$ cat config.mk
export PLATFORM = sky130hd
export DESIGN_NAME = key_demux
export DESIGN_NICKNAME = d
export VERILOG_FILES = /design/src/rtl/key_demux.sv
export SDC_FILE = /design/constraint.sdc
export NUM_CORES = 1
export LEC_CHECK = 0
export CAP_MARGIN = 10
export CORE_MARGIN = 5
export CORE_UTILIZATION = 54
export CTS_CLUSTER_DIAMETER = 60
export DETAILED_ROUTE_END_ITERATION = 6
export HOLD_SLACK_MARGIN = 0.02
export PLACE_DENSITY = 0.9
export SLEW_MARGIN = 20
export SYNTH_ARGS = -nofsm -noshare
export SYNTH_HDL_FRONTEND = slang
export SYNTH_SLANG_ARGS = --single-unit
$ cat constraint.sdc
create_clock -name clk -period 2 [get_ports clk]
set_input_delay 0.2 -clock clk [delete_from_list [all_inputs] [get_ports clk]]
set_output_delay 0.2 -clock clk [all_outputs]
set_load 0.1 [all_outputs]
$ cat src/rtl/key_demux.sv
// key_demux: routes each accepted (key, data) word from a single producer to
// the output channel selected by the key. Every channel has its own circular
// FIFO, so a stalled consumer only blocks traffic addressed to that channel.
// Words with a key at or above NR_OUT are consumed and counted as drops.
//
// Ports:
//   clk, rst              clock; asynchronous active-high reset
//   in_valid/in_ready     input handshake; in_ready depends only on in_key and
//                         registered occupancy (never on out_ready)
//   in_key, in_data       destination channel index and payload
//   out_valid[n]          channel n head entry valid
//   out_ready[n]          consumer n takes the head entry
//   out_data              lane n at [DATA_LEN*(n+1)-1 : DATA_LEN*n], 0 when empty
//   drop_cnt              saturating count of out-of-range-key words
module key_demux #(
  parameter int unsigned NR_OUT   = 4,
  parameter int unsigned KEY_LEN  = 2,
  parameter int unsigned DATA_LEN = 2,
  parameter int unsigned DEPTH    = 2
) (
  input  logic                       clk,
  input  logic                       rst,
  input  logic                       in_valid,
  output logic                       in_ready,
  input  logic [KEY_LEN-1:0]         in_key,
  input  logic [DATA_LEN-1:0]        in_data,
  output logic [NR_OUT-1:0]          out_valid,
  input  logic [NR_OUT-1:0]          out_ready,
  output logic [NR_OUT*DATA_LEN-1:0] out_data,
  output logic [7:0]                 drop_cnt
);

  localparam int unsigned PTR_W = (DEPTH > 1) ? $clog2(DEPTH) : 1;
  localparam int unsigned CNT_W = PTR_W + 1;
  localparam int unsigned KEYS  = 1 << KEY_LEN;

  logic            w_key_ok;
  logic [KEYS-1:0] w_full;
  logic            w_accept;
  logic [7:0]      r_drop_cnt;

  // Full flags are padded to the whole key space so in_key never indexes out of range.
  assign w_key_ok = ({1'b0, in_key} < (KEY_LEN + 1)'(NR_OUT));
  assign in_ready = w_key_ok ? ~w_full[in_key] : 1'b1;
  assign w_accept = in_valid & in_ready;

  genvar g;
  generate
    for (g = 0; g < KEYS; g++) begin : g_chan
      if (g < NR_OUT) begin : g_fifo
        logic [DATA_LEN-1:0] r_mem [DEPTH];
        logic [PTR_W-1:0]    r_wr_ptr;
        logic [PTR_W-1:0]    r_rd_ptr;
        logic [CNT_W-1:0]    r_count;
        logic                w_push;
        logic                w_pop;

        assign w_push       = w_accept & (in_key == KEY_LEN'(g));
        assign out_valid[g] = (r_count != '0);
        assign w_pop        = out_valid[g] & out_ready[g];
        assign w_full[g]    = (r_count == CNT_W'(DEPTH));

        // Empty lanes read 0 so stale storage never leaks after reset.
        assign out_data[DATA_LEN*g +: DATA_LEN] = out_valid[g] ? r_mem[r_rd_ptr] : '0;

        // Pointers wrap naturally because DEPTH is a power of two.
        always_ff @(posedge clk or posedge rst) begin
          if (rst) begin
            r_wr_ptr <= '0;
            r_rd_ptr <= '0;
            r_count  <= '0;
          end else begin
            if (w_push) r_wr_ptr <= r_wr_ptr + PTR_W'(1);
            if (w_pop)  r_rd_ptr <= r_rd_ptr + PTR_W'(1);
            case ({w_push, w_pop})
              2'b10:   r_count <= r_count + CNT_W'(1);
              2'b01:   r_count <= r_count - CNT_W'(1);
              default: r_count <= r_count;
            endcase
          end
        end

        // Storage needs no reset; the lane is masked while the channel is empty.
        always_ff @(posedge clk) begin
          if (w_push) r_mem[r_wr_ptr] <= in_data;
        end
      end else begin : g_none
        assign w_full[g] = 1'b0;
      end
    end
  endgenerate

  // Out-of-range words are always accepted and counted, saturating at 255.
  always_ff @(posedge clk or posedge rst) begin
    if (rst) begin
      r_drop_cnt <= 8'd0;
    end else if (in_valid && !w_key_ok && (r_drop_cnt != 8'hFF)) begin
      r_drop_cnt <= r_drop_cnt + 8'd1;
    end
  end

  assign drop_cnt = r_drop_cnt;

endmodule

==> flow_summary.json, run 1 <==
{
  "status": "finished clean",
  "io_buffers": 23,
  "wl_per_cell_um": 14.6,
  "n_antenna_cell": 0,
  "grt_pass1_wl_um": 4490,
  "fin_crit_sh_pct": 92.0,
  "syn2layout_area_growth_pct": 24.2,
  "synthTopCellsByArea": "edfxtp_1 31%, dfrtp_1 26%, xnor2_1 6.8%, nor2_1 5.6%, mux2i_1 5.2%",
  "hold_viol": 0,
  "root_buffer": "clkbuf_4",
  "grt_max_degree": 17,
  "tightestPinTransition_ps": 658,
  "final_cell_mix": "23 x nor2_1, 16 x dfrtp_1, 16 x edfxtp_1",
  "setup_viol": 0,
  "rr_worst_depth": 5,
  "rr_endpoint": "g_chan[3].g_fifo.r_count[1]$_DFFE_PP0P_",
  "place_congestion": 0.700,
  "viasPerCell": 4.84,
  "synth_top_area_share_pct": 31.1,
  "fin_area_mm2": 0.00192,
  "ys_types": 18,
  "ios": 32,
  "fillers": 196,
  "crit_type": "reg -> out",
  "fmax_mhz": 543,
  "fin_skew_ps": 7.47,
  "syn-instance-count": 119,
  "worst_hold_path_type": "in -> async",
  "dpl_cell_area_mm2": 0.00186,
  "ant_nets": 0,
  "vias": 871,
  "maxSlewViolCount": 0,
  "cts_sinks": 32,
  "grtUsageTotal_pct": 15.0,
  "arrival_ps": 1640,
  "ctsResizeCount": 0,
  "grt.overflow.total": 0,
  "cap_violations": 0,
  "yosys.area.top_type": "edfxtp_1",
  "grt_pass1_vias": 973,
  "final_nets": 163,
  "htreeDepth": 2,
  "syn_area_per_cell_um2": 13.0,
  "clkTransAtPathRegs_ps": 100,
  "numCtsBuffers": 5,
  "cts-hold-fix-buffers": 0,
  "initial_core_util_pct": 56.0,
  "fp.coreArea_mm2": 0.00276,
  "rows": 19,
  "r2r_start": "g_chan[3].g_fifo.r_count[1]$_DFFE_PP0P_",
  "die-area_mm2": 0.00403,
  "rsz0062_at_grt": "false",
  "synth_seq_cells": 32,
  "drt_iter0_markers": 18,
  "drive_gt1_share_pct": 21.5,
  "dp_hpwl_um": 2060,
  "syn_area_mm2": 0.00154,
  "dr.pass1.iters": 4,
  "post_cts_buffers": 0,
  "worstSetupEndpointType": "output pin",
  "slew_headroom_pct": 56.1,
  "cp_max_fo": 4,
  "yosysSeqAreaShare_pct": 57.1,
  "startpoint": "g_chan[2].g_fifo.r_count[0]$_DFFE_PP0P_",
  "clk_latency_ps": 330,
  "die_h_um": 63.5,
  "wirelength_um": 2630,
  "tritoncts": "yes",
  "period_needed_ps": 1840,
  "yosys_warnings": 0,
  "antenna_found_initial": 0,
  "die_x_um": 63.5,
  "tns_ps": 0,
  "drc": 0,
  "clk_path_buf_depth": 2,
  "critical_path.endpoint": "in_ready",
  "cp.required_ps": 1800,
  "layout_commonest_cell": "nor2_1",
  "r2r_slack_ps": 430,
  "worstSetupStartpointType": "register"
}
cell type report:
class	instances	area, um2	share of cell area, %
inverters	8	30.0	1.57
flip-flops and latches	32	881	45.9
multi-input cells	78	599	31.2
clock buffers	8	58.8	3.07
repair buffers	23	310	16.2
well taps	31	38.8	2.02
layer usage:
metal  vias up  GRT usage [%]  share of wire, %
met5         -              0                 0
met4         0           5.45               1.3
met3         3           6.22               6.7
met2        26           26.4                54
met1       410           15.8                38
li1        432              -                 -
synthesized netlist by cell type, drive strengths merged:
cell / count
nand2: 1
inv: 8
dfrtp: 16
nor2: 23
nand4: 1
ha: 4
mux4: 1
buf: 8
xnor2: 12
nand4b: 2
edfxtp: 16
xor2: 8
and3: 1
conb: 1
mux2i: 8
nor2b: 4
nor3b: 1
nand2b: 4
how the worst min path moves through the flow:
stage / slack (ps) / cells past startpoint / start / endpoint
global placement: 480 / 1 / g_chan[0].g_fifo.r_wr_ptr$_DFFE_PP0P_ / g_chan[0].g_fifo.r_wr_ptr$_DFFE_PP0P_
floorplan: 110 / 1 / rst / g_chan[0].g_fifo.r_count[0]$_DFFE_PP0P_
global route: 290 / 2 / rst / g_chan[3].g_fifo.r_rd_ptr$_DFFE_PP0P_
detailed placement: 490 / 1 / g_chan[0].g_fifo.r_wr_ptr$_DFFE_PP0P_ / g_chan[0].g_fifo.r_wr_ptr$_DFFE_PP0P_
finish: 250 / 2 / rst / g_chan[3].g_fifo.r_rd_ptr$_DFFE_PP0P_
CTS: 250 / 2 / rst / g_chan[3].g_fifo.r_rd_ptr$_DFFE_PP0P_
stage by stage:
| step | utilization [%] | setup WS, ps | hold slack [ps] | std cells |
|---|---|---|---|---|
| global placement | 67.4 | 202 | 481 | 172 |
| finish | 69.6 | 160 | 251 | 180 |
| detailed placement | 67.4 | 129 | 490 | 172 |
| global route | 69.6 | 81.0 | 290 | 180 |
| CTS | 69.6 | 131 | 253 | 180 |
| floorplan | - | 20.2 | 114 | 126 |
worst max-delay path, cell delays in order, from the launching register on:
cell and delay [ps]:
dfrtp_1 440, nand2b_4 170, mux4_2 510, buf_12 190
cell families (layout without fill, tap and decap cells):
logic type,after synthesis,after routing,synth area share [%]
adder cells (fa/ha/maj),4,4,3.24
flip-flops,32,32,57.0
multiplexers,9,9,6.65
other,1,8,0.243
AND/OR/NAND/NOR,37,37,15.6
XOR/XNOR,20,20,11.3
buffers and inverters,16,39,5.83
sequential cells by signal (all words and copies together) (netlist names):
signal	count
g_chan.g_fifo.r_rd_ptr	4
g_chan.g_fifo.r_wr_ptr	4
g_chan.g_fifo.r_mem	16
g_chan.g_fifo.r_count	8
Power of run 1 is not shown: default switching activity piles up to over one toggle a cycle in this logic, so the estimate is an artifact.
==> run 2: changes to the inputs <==
--- a/config.mk
+++ b/config.mk
@@ -7,11 +7,11 @@
 export LEC_CHECK = 0
 export CAP_MARGIN = 10
 export CORE_MARGIN = 5
-export CORE_UTILIZATION = 54
+export CORE_UTILIZATION = 25
 export CTS_CLUSTER_DIAMETER = 60
 export DETAILED_ROUTE_END_ITERATION = 6
 export HOLD_SLACK_MARGIN = 0.02
-export PLACE_DENSITY = 0.9
+export PLACE_DENSITY = 0.51
 export SLEW_MARGIN = 20
 export SYNTH_ARGS = -nofsm -noshare
 export SYNTH_HDL_FRONTEND = slang
==> flow_summary.json, run 2 (synthesized netlist as in run 1, its figures left out) <==
{
  "status": "finished clean",
  "cts_sinks": 32,
  "clk_path_buf_depth": 2,
  "largest-register": "g_chan.g_fifo.r_mem",
  "largest_register_ffs": 16,
  "die_h_um": 88.6,
  "syn2layout_area_growth_pct": 29.8,
  "drc": 0,
  "drt_iter0_markers": 25,
  "rr_worst_depth": 5,
  "final_cell_mix": "23 x nor2_1, 16 x dfrtp_1, 16 x edfxtp_1",
  "rr_endpoint": "g_chan[1].g_fifo.r_count[1]$_DFFE_PP0P_",
  "htreeDepth": 2,
  "clkTransAtPathRegs_ps": 60,
  "wl_per_cell_um": 11.9,
  "ios": 32,
  "fin_skew_ps": 3.57,
  "place_congestion": 0.730,
  "grt_max_degree": 17,
  "hold_viol": 0,
  "cp.required_ps": 1800,
  "seq_area_um2": 881,
  "viasPerCell": 3.90,
  "worst_hold_path_type": "in -> async",
  "period_needed_ps": 1790,
  "clk_latency_ps": 270,
  "maxSlewViolCount": 0,
  "crit_type": "reg -> out",
  "worstSetupStartpointType": "register",
  "r2r_slack_ps": 450,
  "cap_violations": 0,
  "cp_max_fo": 4,
  "n_antenna_cell": 0,
  "grtUsageTotal_pct": 7.65,
  "wirelength_um": 2660,
  "ctsResizeCount": 0,
  "r2r_start": "g_chan[1].g_fifo.r_count[0]$_DFFE_PP0P_",
  "slew_headroom_pct": 57.2,
  "fp.coreArea_mm2": 0.00596,
  "whs_ps": 311,
  "grt_pass1_vias": 921,
  "tns_ps": 0,
  "rows": 28,
  "fmax_mhz": 560,
  "tritoncts": "yes",
  "setup_viol": 0,
  "post_cts_buffers": 0,
  "reg_top3": "g_chan.g_fifo.r_mem: 16 flops, g_chan.g_fifo.r_count: 8 flops",
  "tightestPinTransition_ps": 641,
  "dp_hpwl_um": 2130,
  "arrival_ps": 1590,
  "drive_gt1_share_pct": 21.5,
  "layout_commonest_cell": "nor2_1",
  "initial_core_util_pct": 25.9,
  "vias": 873,
  "multi_input_area_um2": 599,
  "die_x_um": 88.6,
  "numCtsBuffers": 5,
  "rsz0062_at_grt": "false",
  "cts-hold-fix-buffers": 0,
  "antenna_found_initial": 0,
  "die-area_mm2": 0.00785,
  "fillers": 595,
  "fin_crit_sh_pct": 89.3,
  "root_buffer": "clkbuf_8",
  "final_nets": 163,
  "grt_pass1_wl_um": 4370,
  "dr.pass1.iters": 4,
  "ant_nets": 0,
  "io_buffers": 23,
  "worstSetupEndpointType": "output pin",
  "grt.overflow.total": 0
}
run 2: worst max-delay path by stage:
stage,startpoint,endpoint,slack (ps),cells after the start
2_1_floorplan,g_chan[0].g_fifo.r_rd_ptr$_DFFE_PP0P_,out_data[0],20,2
3_3_place_gp,in_valid,g_chan[0].g_fifo.r_count[1]$_DFFE_PP0P_,220,6
4_1_cts,g_chan[0].g_fifo.r_count[0]$_DFFE_PP0P_,in_ready,210,3
3_5_place_dp,in_key[1],g_chan[1].g_fifo.r_count[1]$_DFFE_PP0P_,150,5
6_report,g_chan[0].g_fifo.r_count[0]$_DFFE_PP0P_,in_ready,210,3
5_1_grt,g_chan[1].g_fifo.r_count[0]$_DFFE_PP0P_,in_ready,170,3
run 2: metrics by stage:
stage / setup slack [ps] / instance area (um2) / util, % / std cells
floorplan: 20.2 / 1570 / - / 126
global placement: 216 / 1910 / 32.1 / 216
detailed placement: 152 / 1910 / 32.1 / 216
CTS: 206 / 2000 / 33.7 / 224
global route: 168 / 2000 / 33.7 / 224
finish: 214 / 2000 / 33.7 / 224
run 2: metal layers:
metal / vias up / routed length (um) / track usage (%)
met2: 25 / 1210 / 11.8
li1: 432 / - / -
met5: - / 0 / 0
met3: 2 / 202 / 4.19
met4: 0 / 18 / 1.65
met1: 414 / 1230 / 9.44
run 2: layout make-up:
class / count / share of cell area (%)
Multi-Input combinational cell: 78 / 29.9
Sequential cell: 32 / 43.9
Inverter: 8 / 1.50
Tap cell: 75 / 4.68
Timing Repair Buffer: 23 / 15.5
Clock buffer: 8 / 4.49
run 2: critical path: stages, from the launching register on:
cell,delay (ps)
dfrtp_1,440
nand2b_4,170
mux4_2,500
buf_12,190
Power of run 2 is left out for the same reason.
==> run 3: changes to the inputs <==
--- a/config.mk
+++ b/config.mk
@@ -8,7 +8,7 @@
 export CAP_MARGIN = 10
 export CORE_MARGIN = 5
 export CORE_UTILIZATION = 25
-export CTS_CLUSTER_DIAMETER = 60
+export CTS_CLUSTER_DIAMETER = 150
 export DETAILED_ROUTE_END_ITERATION = 6
 export HOLD_SLACK_MARGIN = 0.02
 export PLACE_DENSITY = 0.51
==> results of run 3 <==
Same layout as run 2: the final DEF is identical, and so are final timing and power.
Power of run 3 is left out for the same reason.
